[config.mk]
export PLATFORM = sky130hd
export DESIGN_NAME = instr_fetch_flat
export DESIGN_NICKNAME = d
export VERILOG_FILES = /design/src/rtl/instr_fetch_pkg.sv /design/src/rtl/instr_fetch_if.sv /design/src/rtl/instr_fetch_buf.sv /design/src/rtl/instr_fetch.sv /design/src/flat_wrapper.sv
export SDC_FILE = /design/constraint.sdc
export NUM_CORES = 1
export LEC_CHECK = 0
export BUFFER_PORTS_ARGS = -buffer_cell sky130_fd_sc_hd__buf_2
export CAP_MARGIN = 20
export CORE_MARGIN = 3
export CORE_UTILIZATION = 55
export DETAILED_ROUTE_END_ITERATION = 6
export GPL_TIMING_DRIVEN = 1
export PLACE_DENSITY = 0.89
export SLEW_MARGIN = 5
export SYNTH_ARGS = -nofsm -noshare
export SYNTH_HDL_FRONTEND = slang
export SYNTH_SLANG_ARGS = --single-unit
[constraint.sdc]
create_clock -name i_clk -period 3.5 [get_ports i_clk]
set_input_delay 0.7 -clock i_clk [delete_from_list [all_inputs] [get_ports i_clk]]
set_output_delay 0.7 -clock i_clk [all_outputs]
set_load 0.02 [all_outputs]
[src/rtl/instr_fetch_pkg.sv]
// Shared definitions for the instruction fetch stage: FSM states, RV32
// field offsets, halt opcode and the buffered {inst, pc} entry.
package instr_fetch_pkg;

   localparam int unsigned INST_W     = 32;
   localparam int unsigned BUF_DEPTH  = 2;

   localparam int unsigned OPCODE_LSB = 0;
   localparam int unsigned OPCODE_W   = 7;
   localparam int unsigned FUNCT3_LSB = 12;
   localparam int unsigned FUNCT3_W   = 3;
   localparam int unsigned FUNCT7_LSB = 25;
   localparam int unsigned FUNCT7_W   = 7;

   localparam logic [OPCODE_W-1:0] HALT_OPCODE = 7'h7F;

   typedef enum logic [1:0] {
      FETCH  = 2'd0,
      WAIT   = 2'd1,
      HALTED = 2'd2
   } fetch_state_e;

   typedef struct packed {
      logic [INST_W-1:0] inst;
      logic [INST_W-1:0] pc;
   } fetch_entry_t;

   function automatic logic [INST_W-1:0] word_align(input logic [INST_W-1:0] a);
      return a & ~32'h0000_0003;
   endfunction

endpackage

[src/rtl/instr_fetch_if.sv]
// Fetch-side bus bundle: instruction memory port plus the decode interface.
// The master modport is the fetch stage, the slave modport is memory/decode.
interface instr_fetch_if;
   import instr_fetch_pkg::*;

   logic                  o_imem_req;
   logic [INST_W-1:0]     o_imem_addr;
   logic                  i_imem_ready;
   logic                  i_imem_rvalid;
   logic [INST_W-1:0]     i_imem_rdata;

   logic                  o_inst_valid;
   logic                  i_inst_ready;
   logic [INST_W-1:0]     o_inst;
   logic [INST_W-1:0]     o_inst_pc;
   logic [OPCODE_W-1:0]   o_opcode;
   logic [FUNCT3_W-1:0]   o_funct3;
   logic [FUNCT7_W-1:0]   o_funct7;

   logic                  i_redirect;
   logic [INST_W-1:0]     i_redirect_pc;
   logic                  i_halt;
   logic                  o_halted;
   logic                  o_misalign;

   modport master (
      output o_imem_req, o_imem_addr,
      input  i_imem_ready, i_imem_rvalid, i_imem_rdata,
      output o_inst_valid, o_inst, o_inst_pc, o_opcode, o_funct3, o_funct7,
      input  i_inst_ready, i_redirect, i_redirect_pc, i_halt,
      output o_halted, o_misalign
   );

   modport slave (
      input  o_imem_req, o_imem_addr,
      output i_imem_ready, i_imem_rvalid, i_imem_rdata,
      input  o_inst_valid, o_inst, o_inst_pc, o_opcode, o_funct3, o_funct7,
      output i_inst_ready, i_redirect, i_redirect_pc, i_halt,
      input  o_halted, o_misalign
   );

endinterface

[src/rtl/instr_fetch_buf.sv]
// Two-entry FIFO of fetched {inst, pc}; flush overrides push/pop in the
// same cycle, head is presented straight from the storage registers.
module instr_fetch_buf
   import instr_fetch_pkg::*;
(
   input  logic         clk_i,
   input  logic         rst_ni,
   input  logic         push_i,
   input  logic         pop_i,
   input  logic         flush_i,
   input  fetch_entry_t data_i,
   output fetch_entry_t head_o,
   output logic [1:0]   count_o
);

   fetch_entry_t mem_q [BUF_DEPTH];
   logic         wr_ptr_q;
   logic         rd_ptr_q;
   logic [1:0]   count_q;

   always_ff @(posedge clk_i or negedge rst_ni) begin
      if (!rst_ni) begin
         for (int unsigned i = 0; i < BUF_DEPTH; i++) begin
            mem_q[i] <= '0;
         end
         wr_ptr_q <= 1'b0;
         rd_ptr_q <= 1'b0;
         count_q  <= '0;
      end else if (flush_i) begin
         wr_ptr_q <= 1'b0;
         rd_ptr_q <= 1'b0;
         count_q  <= '0;
      end else begin
         if (push_i) begin
            mem_q[wr_ptr_q] <= data_i;
            wr_ptr_q        <= ~wr_ptr_q;
         end
         if (pop_i) begin
            rd_ptr_q <= ~rd_ptr_q;
         end
         count_q <= count_q + {1'b0, push_i} - {1'b0, pop_i};
      end
   end

   assign head_o  = mem_q[rd_ptr_q];
   assign count_o = count_q;

endmodule

[src/rtl/instr_fetch.sv]
// Instruction fetch stage: owns the PC, keeps one imem read outstanding and
// feeds decode from a 2-entry buffer. Optional trap: IFETCH_MISALIGN_TRAP_EN.
module instr_fetch
   import instr_fetch_pkg::*;
#(
   parameter logic [INST_W-1:0] RESET_ADDR = 32'h0000_0000
) (
   input  logic          i_clk,
   input  logic          i_rst,
   instr_fetch_if.master bus
);

   fetch_state_e      state_q, state_d;
   logic [INST_W-1:0] pc_q, pc_d;
   logic [INST_W-1:0] addr_q, addr_d;
   logic              req_q, req_d;
   logic              drop_q, drop_d;

   logic              accept, resp, consume, halt_now, redir, trap;
   logic              push, flush;
   logic [1:0]        cnt, cnt_next;
   fetch_entry_t      head, push_data;

   assign accept   = req_q && bus.i_imem_ready;
   assign resp     = (state_q == WAIT) && bus.i_imem_rvalid;
   assign consume  = (cnt != 2'd0) && bus.i_inst_ready;
   assign halt_now = consume && bus.i_halt;
   assign redir    = bus.i_redirect && !halt_now && (state_q != HALTED);

`ifdef IFETCH_MISALIGN_TRAP_EN
   assign trap = redir && (bus.i_redirect_pc[1:0] != 2'b00);
`else
   assign trap = 1'b0;
`endif

   assign flush     = redir || halt_now;
   assign push      = resp && !drop_q;
   assign push_data = '{inst: bus.i_imem_rdata, pc: addr_q};

   always_comb begin
      state_d  = state_q;
      pc_d     = pc_q;
      addr_d   = addr_q;
      req_d    = req_q && !accept;
      drop_d   = drop_q;
      cnt_next = flush ? 2'd0 : cnt + {1'b0, push} - {1'b0, consume};

      case (state_q)
         FETCH:   if (accept) state_d = WAIT;
         WAIT:    if (bus.i_imem_rvalid) state_d = FETCH;
         default: ;
      endcase

      if (resp) drop_d = 1'b0;
      if (halt_now || trap) state_d = HALTED;

      // A request already presented or in flight still completes; only its data is discarded.
      if (redir && !trap) begin
         pc_d = word_align(bus.i_redirect_pc);
         if (req_q || ((state_q == WAIT) && !resp)) drop_d = 1'b1;
      end

      if ((state_d == FETCH) && !req_d && (cnt_next < 2'd2)) begin
         req_d  = 1'b1;
         addr_d = pc_d;
         pc_d   = pc_d + 32'd4;
      end
   end

   always_ff @(posedge i_clk or negedge i_rst) begin
      if (!i_rst) begin
         state_q <= FETCH;
         pc_q    <= RESET_ADDR;
         addr_q  <= RESET_ADDR;
         req_q   <= 1'b0;
         drop_q  <= 1'b0;
      end else begin
         state_q <= state_d;
         pc_q    <= pc_d;
         addr_q  <= addr_d;
         req_q   <= req_d;
         drop_q  <= drop_d;
      end
   end

   instr_fetch_buf u_buf (
      .clk_i   (i_clk),
      .rst_ni  (i_rst),
      .push_i  (push),
      .pop_i   (consume),
      .flush_i (flush),
      .data_i  (push_data),
      .head_o  (head),
      .count_o (cnt)
   );

`ifdef IFETCH_MISALIGN_TRAP_EN
   logic misalign_q;

   always_ff @(posedge i_clk or negedge i_rst) begin
      if (!i_rst) misalign_q <= 1'b0;
      else        misalign_q <= trap;
   end

   assign bus.o_misalign = misalign_q;
`else
   assign bus.o_misalign = 1'b0;
`endif

   assign bus.o_imem_req   = req_q;
   assign bus.o_imem_addr  = addr_q;
   assign bus.o_inst_valid = (cnt != 2'd0);
   assign bus.o_inst       = head.inst;
   assign bus.o_inst_pc    = head.pc;
   assign bus.o_opcode     = head.inst[OPCODE_LSB +: OPCODE_W];
   assign bus.o_funct3     = head.inst[FUNCT3_LSB +: FUNCT3_W];
   assign bus.o_funct7     = head.inst[FUNCT7_LSB +: FUNCT7_W];
   assign bus.o_halted     = (state_q == HALTED);

endmodule

[src/flat_wrapper.sv]
// flat-port wrapper written by rule: the top's interface ports become plain ports
module instr_fetch_flat import instr_fetch_pkg::*;
#(
   parameter logic [INST_W-1:0] RESET_ADDR = 32'h0000_0000
)
  (i_clk, i_rst, bus_o_imem_req, bus_o_imem_addr, bus_i_imem_ready, bus_i_imem_rvalid, bus_i_imem_rdata, bus_o_inst_valid, bus_o_inst, bus_o_inst_pc, bus_o_opcode, bus_o_funct3, bus_o_funct7, bus_i_inst_ready, bus_i_redirect, bus_i_redirect_pc, bus_i_halt, bus_o_halted, bus_o_misalign);
  instr_fetch_if bus_i ();
  input  logic i_clk;
  input  logic i_rst;
  output wire logic [$bits(bus_i.o_imem_req)-1:0] bus_o_imem_req;
  output wire logic [$bits(bus_i.o_imem_addr)-1:0] bus_o_imem_addr;
  input wire logic [$bits(bus_i.i_imem_ready)-1:0] bus_i_imem_ready;
  input wire logic [$bits(bus_i.i_imem_rvalid)-1:0] bus_i_imem_rvalid;
  input wire logic [$bits(bus_i.i_imem_rdata)-1:0] bus_i_imem_rdata;
  output wire logic [$bits(bus_i.o_inst_valid)-1:0] bus_o_inst_valid;
  output wire logic [$bits(bus_i.o_inst)-1:0] bus_o_inst;
  output wire logic [$bits(bus_i.o_inst_pc)-1:0] bus_o_inst_pc;
  output wire logic [$bits(bus_i.o_opcode)-1:0] bus_o_opcode;
  output wire logic [$bits(bus_i.o_funct3)-1:0] bus_o_funct3;
  output wire logic [$bits(bus_i.o_funct7)-1:0] bus_o_funct7;
  input wire logic [$bits(bus_i.i_inst_ready)-1:0] bus_i_inst_ready;
  input wire logic [$bits(bus_i.i_redirect)-1:0] bus_i_redirect;
  input wire logic [$bits(bus_i.i_redirect_pc)-1:0] bus_i_redirect_pc;
  input wire logic [$bits(bus_i.i_halt)-1:0] bus_i_halt;
  output wire logic [$bits(bus_i.o_halted)-1:0] bus_o_halted;
  output wire logic [$bits(bus_i.o_misalign)-1:0] bus_o_misalign;
  assign bus_o_imem_req = bus_i.o_imem_req;
  assign bus_o_imem_addr = bus_i.o_imem_addr;
  assign bus_i.i_imem_ready = bus_i_imem_ready;
  assign bus_i.i_imem_rvalid = bus_i_imem_rvalid;
  assign bus_i.i_imem_rdata = bus_i_imem_rdata;
  assign bus_o_inst_valid = bus_i.o_inst_valid;
  assign bus_o_inst = bus_i.o_inst;
  assign bus_o_inst_pc = bus_i.o_inst_pc;
  assign bus_o_opcode = bus_i.o_opcode;
  assign bus_o_funct3 = bus_i.o_funct3;
  assign bus_o_funct7 = bus_i.o_funct7;
  assign bus_i.i_inst_ready = bus_i_inst_ready;
  assign bus_i.i_redirect = bus_i_redirect;
  assign bus_i.i_redirect_pc = bus_i_redirect_pc;
  assign bus_i.i_halt = bus_i_halt;
  assign bus_o_halted = bus_i.o_halted;
  assign bus_o_misalign = bus_i.o_misalign;
  instr_fetch #(.RESET_ADDR(RESET_ADDR)) u_core (.i_clk(i_clk), .i_rst(i_rst), .bus(bus_i));
endmodule
==> qor.txt <==
CLOCK NETWORK
------------------------------------------------------------------------------------
Register clock-pin slew on the reported worst setup and hold paths             70 ps
Total clock buffers created by CTS                                                17
CTS max path bufs                                                                  2
# H-tree levels                                                                    4
CTS hold repair buffers                                                            0
Clock root buffer                                                          clkbuf_16
Count of buffers added by post-CTS timing repair for setup                         0
Clk_lat worst skew                                                            430 ps
Total clock sinks                                                                200
Total of cells resized after clock tree synthesis                                  0
Clock tree from TritonCTS                                                        yes

FLOORPLANNING
------------------------------------------------------------------------------------
Ports placed on the boundary                                                     188
Placeable core area                                                        16640 um2
Chip Width                                                                  136.7 um
FP Rows                                                                           47
Die height                                                                  136.7 um
Initial Util                                                                  0.5646
Total Die Area                                                             18690 um2

LOGIC SYNTHESIS
------------------------------------------------------------------------------------
Leading cell type by number of instances after synthesis                     dfrtp_1
Share of the yosys chip area belonging to registers                           0.5326
Ys flop type                                                                 dfrtp_1
Proportion of synthesized flip-flops having asynchronous set or reset          1.000
Area share of the largest cell type after synthesis                           0.5326
Synthesized net count                                                            833
Top area cells in the synthesized netlist                               dfrtp_1, mux2_2, mux2i_1, nand2_1, o21ai_0
Yosys cell types                                                                  41
Number of flops mapped to enable cells by yosys                                    0
Average size of a mapped cell                                              12.38 um2
Summed instance area of the synthesized netlist                             9397 um2
Number of register bits inferred by synthesis                                    200
Most instantiated cells after synthesis                                 dfrtp_1, mux2_2, nand2_1
Post-Syn Instances                                                               759
Number of warning messages in the yosys log                                        0
Cell accounting for the most synthesized area                                dfrtp_1

CRITICAL PATH
------------------------------------------------------------------------------------
Crit end category                                                          flip-flop
Endpoint arrival time on the critical path                                   3480 ps
Largest fanout on the critical path                                               11
Kind of launch point of the worst setup path                               flip-flop
Critical setup path kind                                                  reg -> reg
WP data required                                                             3810 ps

ROUTING
------------------------------------------------------------------------------------
1st-iter DRT viols                                                               381
Detailed-routing iteration count for the pre-antenna-repair pass                   4
Ratio of routed vias to standard cells                                         5.493
Post-route DRC                                                                     0
Total vias in the final route                                                   6361
Detailed-route wire length per cell                                         17.15 um
Final wirelength                                                            19860 um
Post-DRT Antenna Nets                                                              0

TIMING
------------------------------------------------------------------------------------
Fin crit period                                                              3177 ps
Part of the cycle the worst path needs                                        0.9077
Slew headroom                                                                 0.4913
Final hold vios                                                                    0
Worst Max-Slew Pin Slew                                                     763.1 ps
Setup-violating endpoint count in the final report                                 0
Worst hold margin                                                           319.2 ps
Achievable Freq                                                            314.8 MHz
Clock skew                                                                  8.408 ps
Total negative slack                                                            0 ps
Max-slew violations                                                                0
Unrepaired setup endpoints after global routing                                   no

POWER AND IR DROP
------------------------------------------------------------------------------------
Maximum VDD drop                                                           0.3951 mV
Leakage Power                                                               5.591 nW
Power per standard cell area                                            722.5 nW/um2

GLOBAL ROUTE
------------------------------------------------------------------------------------
Aggregate global routing overflow                                                  0
GRT Overall Usage                                                             0.2170
Global-route wire length before repair                                      32010 um
Number of antenna violations at the first check in global routing                  0
Number of global-route vias before repair                                       6444
Pin count of the biggest net entering global routing                              93

PLACEMENT
------------------------------------------------------------------------------------
DPL Wire Length                                                             14340 um
Final RePlAce weighted congestion                                             0.8693
Port-buffer cells                                                                184

FINISH
------------------------------------------------------------------------------------
Finished Core Util                                                            0.6642
Share of final-layout standard cells stronger than drive strength 1           0.4627
Diodes inserted                                                                    0
Final nets                                                                       999
Relative area change from synthesis to final layout                           17.64%

FLOW RUN
------------------------------------------------------------------------------------
Max-cap violation count                                                            0

WORST HOLD PATH
------------------------------------------------------------------------------------
Type of the worst min-delay path                                         in -> async

STATUS
------------------------------------------------------------------------------------
Result of the run                                                       finished, final reports clean

==> critical path: stages (launching register included) <==
cell and delay, ps:
dfrtp_1 430, or2_2 310, and2_1 180, ha_1 280, inv_1 40, ha_1 180
xor2_1 170, xnor2_1 290, o211ai_1 150, buf_4 180, a211oi_2 200, buf_4 220
o21a_1 200, nand2_1 80, xor2_1 140
==> kinds of logic after synthesis <==
logic type	Yosys count	synth area share
multiplexers	231	0.2719
buffers and inverters	67	0.03715
AO/OA/AOI/OAI	60	0.03702
adder cells (fa/ha/maj)	3	0.003995
flip-flops	200	0.5326
AND/OR/NAND/NOR	159	0.08150
XOR/XNOR	38	0.03542
other	1	0.0003991
==> cells in the final DEF (no fill, tap or decap), drive strengths merged, types with 3 or more instances in the layout <==
master and n:
ha 3, nand2 60, mux2i 37, clkinv 3, inv 18, mux2 194, clkbuf 20, and3 11
clkinvlp 3, nor2 24, and2 3, o21ai 42, nand4b 3, nand4 12, xnor2 17, a31oi 4
nor3 12, buf 201, nand3 28, xor2 21, dfrtp 200, a21oi 5
==> sequential cells by signal, indices dropped and copies added (netlist names) <==
register / cells
u_core.bus.o_imem_addr: 32
u_core.pc_q: 32
u_core.state_q: 2
u_core.u_buf.count_o: 2
u_core.bus.o_imem_req: 1
u_core.u_buf.rd_ptr_q: 1
u_core.drop_q: 1
u_core.u_buf.mem_q: 128
u_core.u_buf.wr_ptr_q: 1
==> power by group <==
group	internal (mW)	total, mW	switching [mW]	leakage (nW)
clock network	1.02	1.91	0.888	0.275
logic	1.12	2.64	1.52	2.69
registers	2.92	3.44	0.514	2.63
total	5.06	7.99	2.93	5.59
==> path summary, 6_finish.rpt <==
check / cells past startpoint / end / slack, ps / start
min: 1 / u_core.u_buf.mem_q[91] / 320 / i_rst
max in group asynchronous: 2 / u_core.u_buf.mem_q[122] / 2400 / i_rst
max: 14 / u_core.pc_q[31] / 320 / u_core.u_buf.count_o[1]
min reg2reg: 1 / u_core.u_buf.mem_q[108] / 490 / u_core.u_buf.mem_q[108]
min in group i_clk: 1 / u_core.u_buf.mem_q[108] / 490 / u_core.u_buf.mem_q[108]
max reg2reg: 14 / u_core.pc_q[31] / 320 / u_core.u_buf.count_o[1]
==> metrics by stage <==
| stage | total power, mW | instances | instance area, um2 | worst slack [ps] |
|---|---|---|---|---|
| after detailed placement | 6.134 | 1126 | 10480 | 68.08 |
| after CTS | 8.068 | 1158 | 11050 | 324.5 |
| after floorplan | 5.259 | 759 | 9397 | 450.3 |
| final | 7.987 | 1158 | 11050 | 323.1 |
| after global routing | 8.462 | 1158 | 11050 | 112.3 |
| after global placement | 6.013 | 1126 | 10480 | 112.2 |
==> area by class of cell <==
cell class	count	area, um2
fillers	1245	5588
clock inverters	13	132.6
flip-flops and latches	200	5006
multi-input cells	492	4050
repair buffers	202	1102
inverters	12	45.04
clock buffers	19	442.9
well taps	220	275.3
==> metal layers <==
metal / GRT usage / up-vias / share of wire
met5: 0 / - / 0
met4: 0.07167 / 0 / 0.018
met3: 0.04926 / 29 / 0.067
met2: 0.3669 / 205 / 0.49
met1: 0.2774 / 3139 / 0.43
li1: - / 2988 / -
Power figures use the tool's default switching activity.
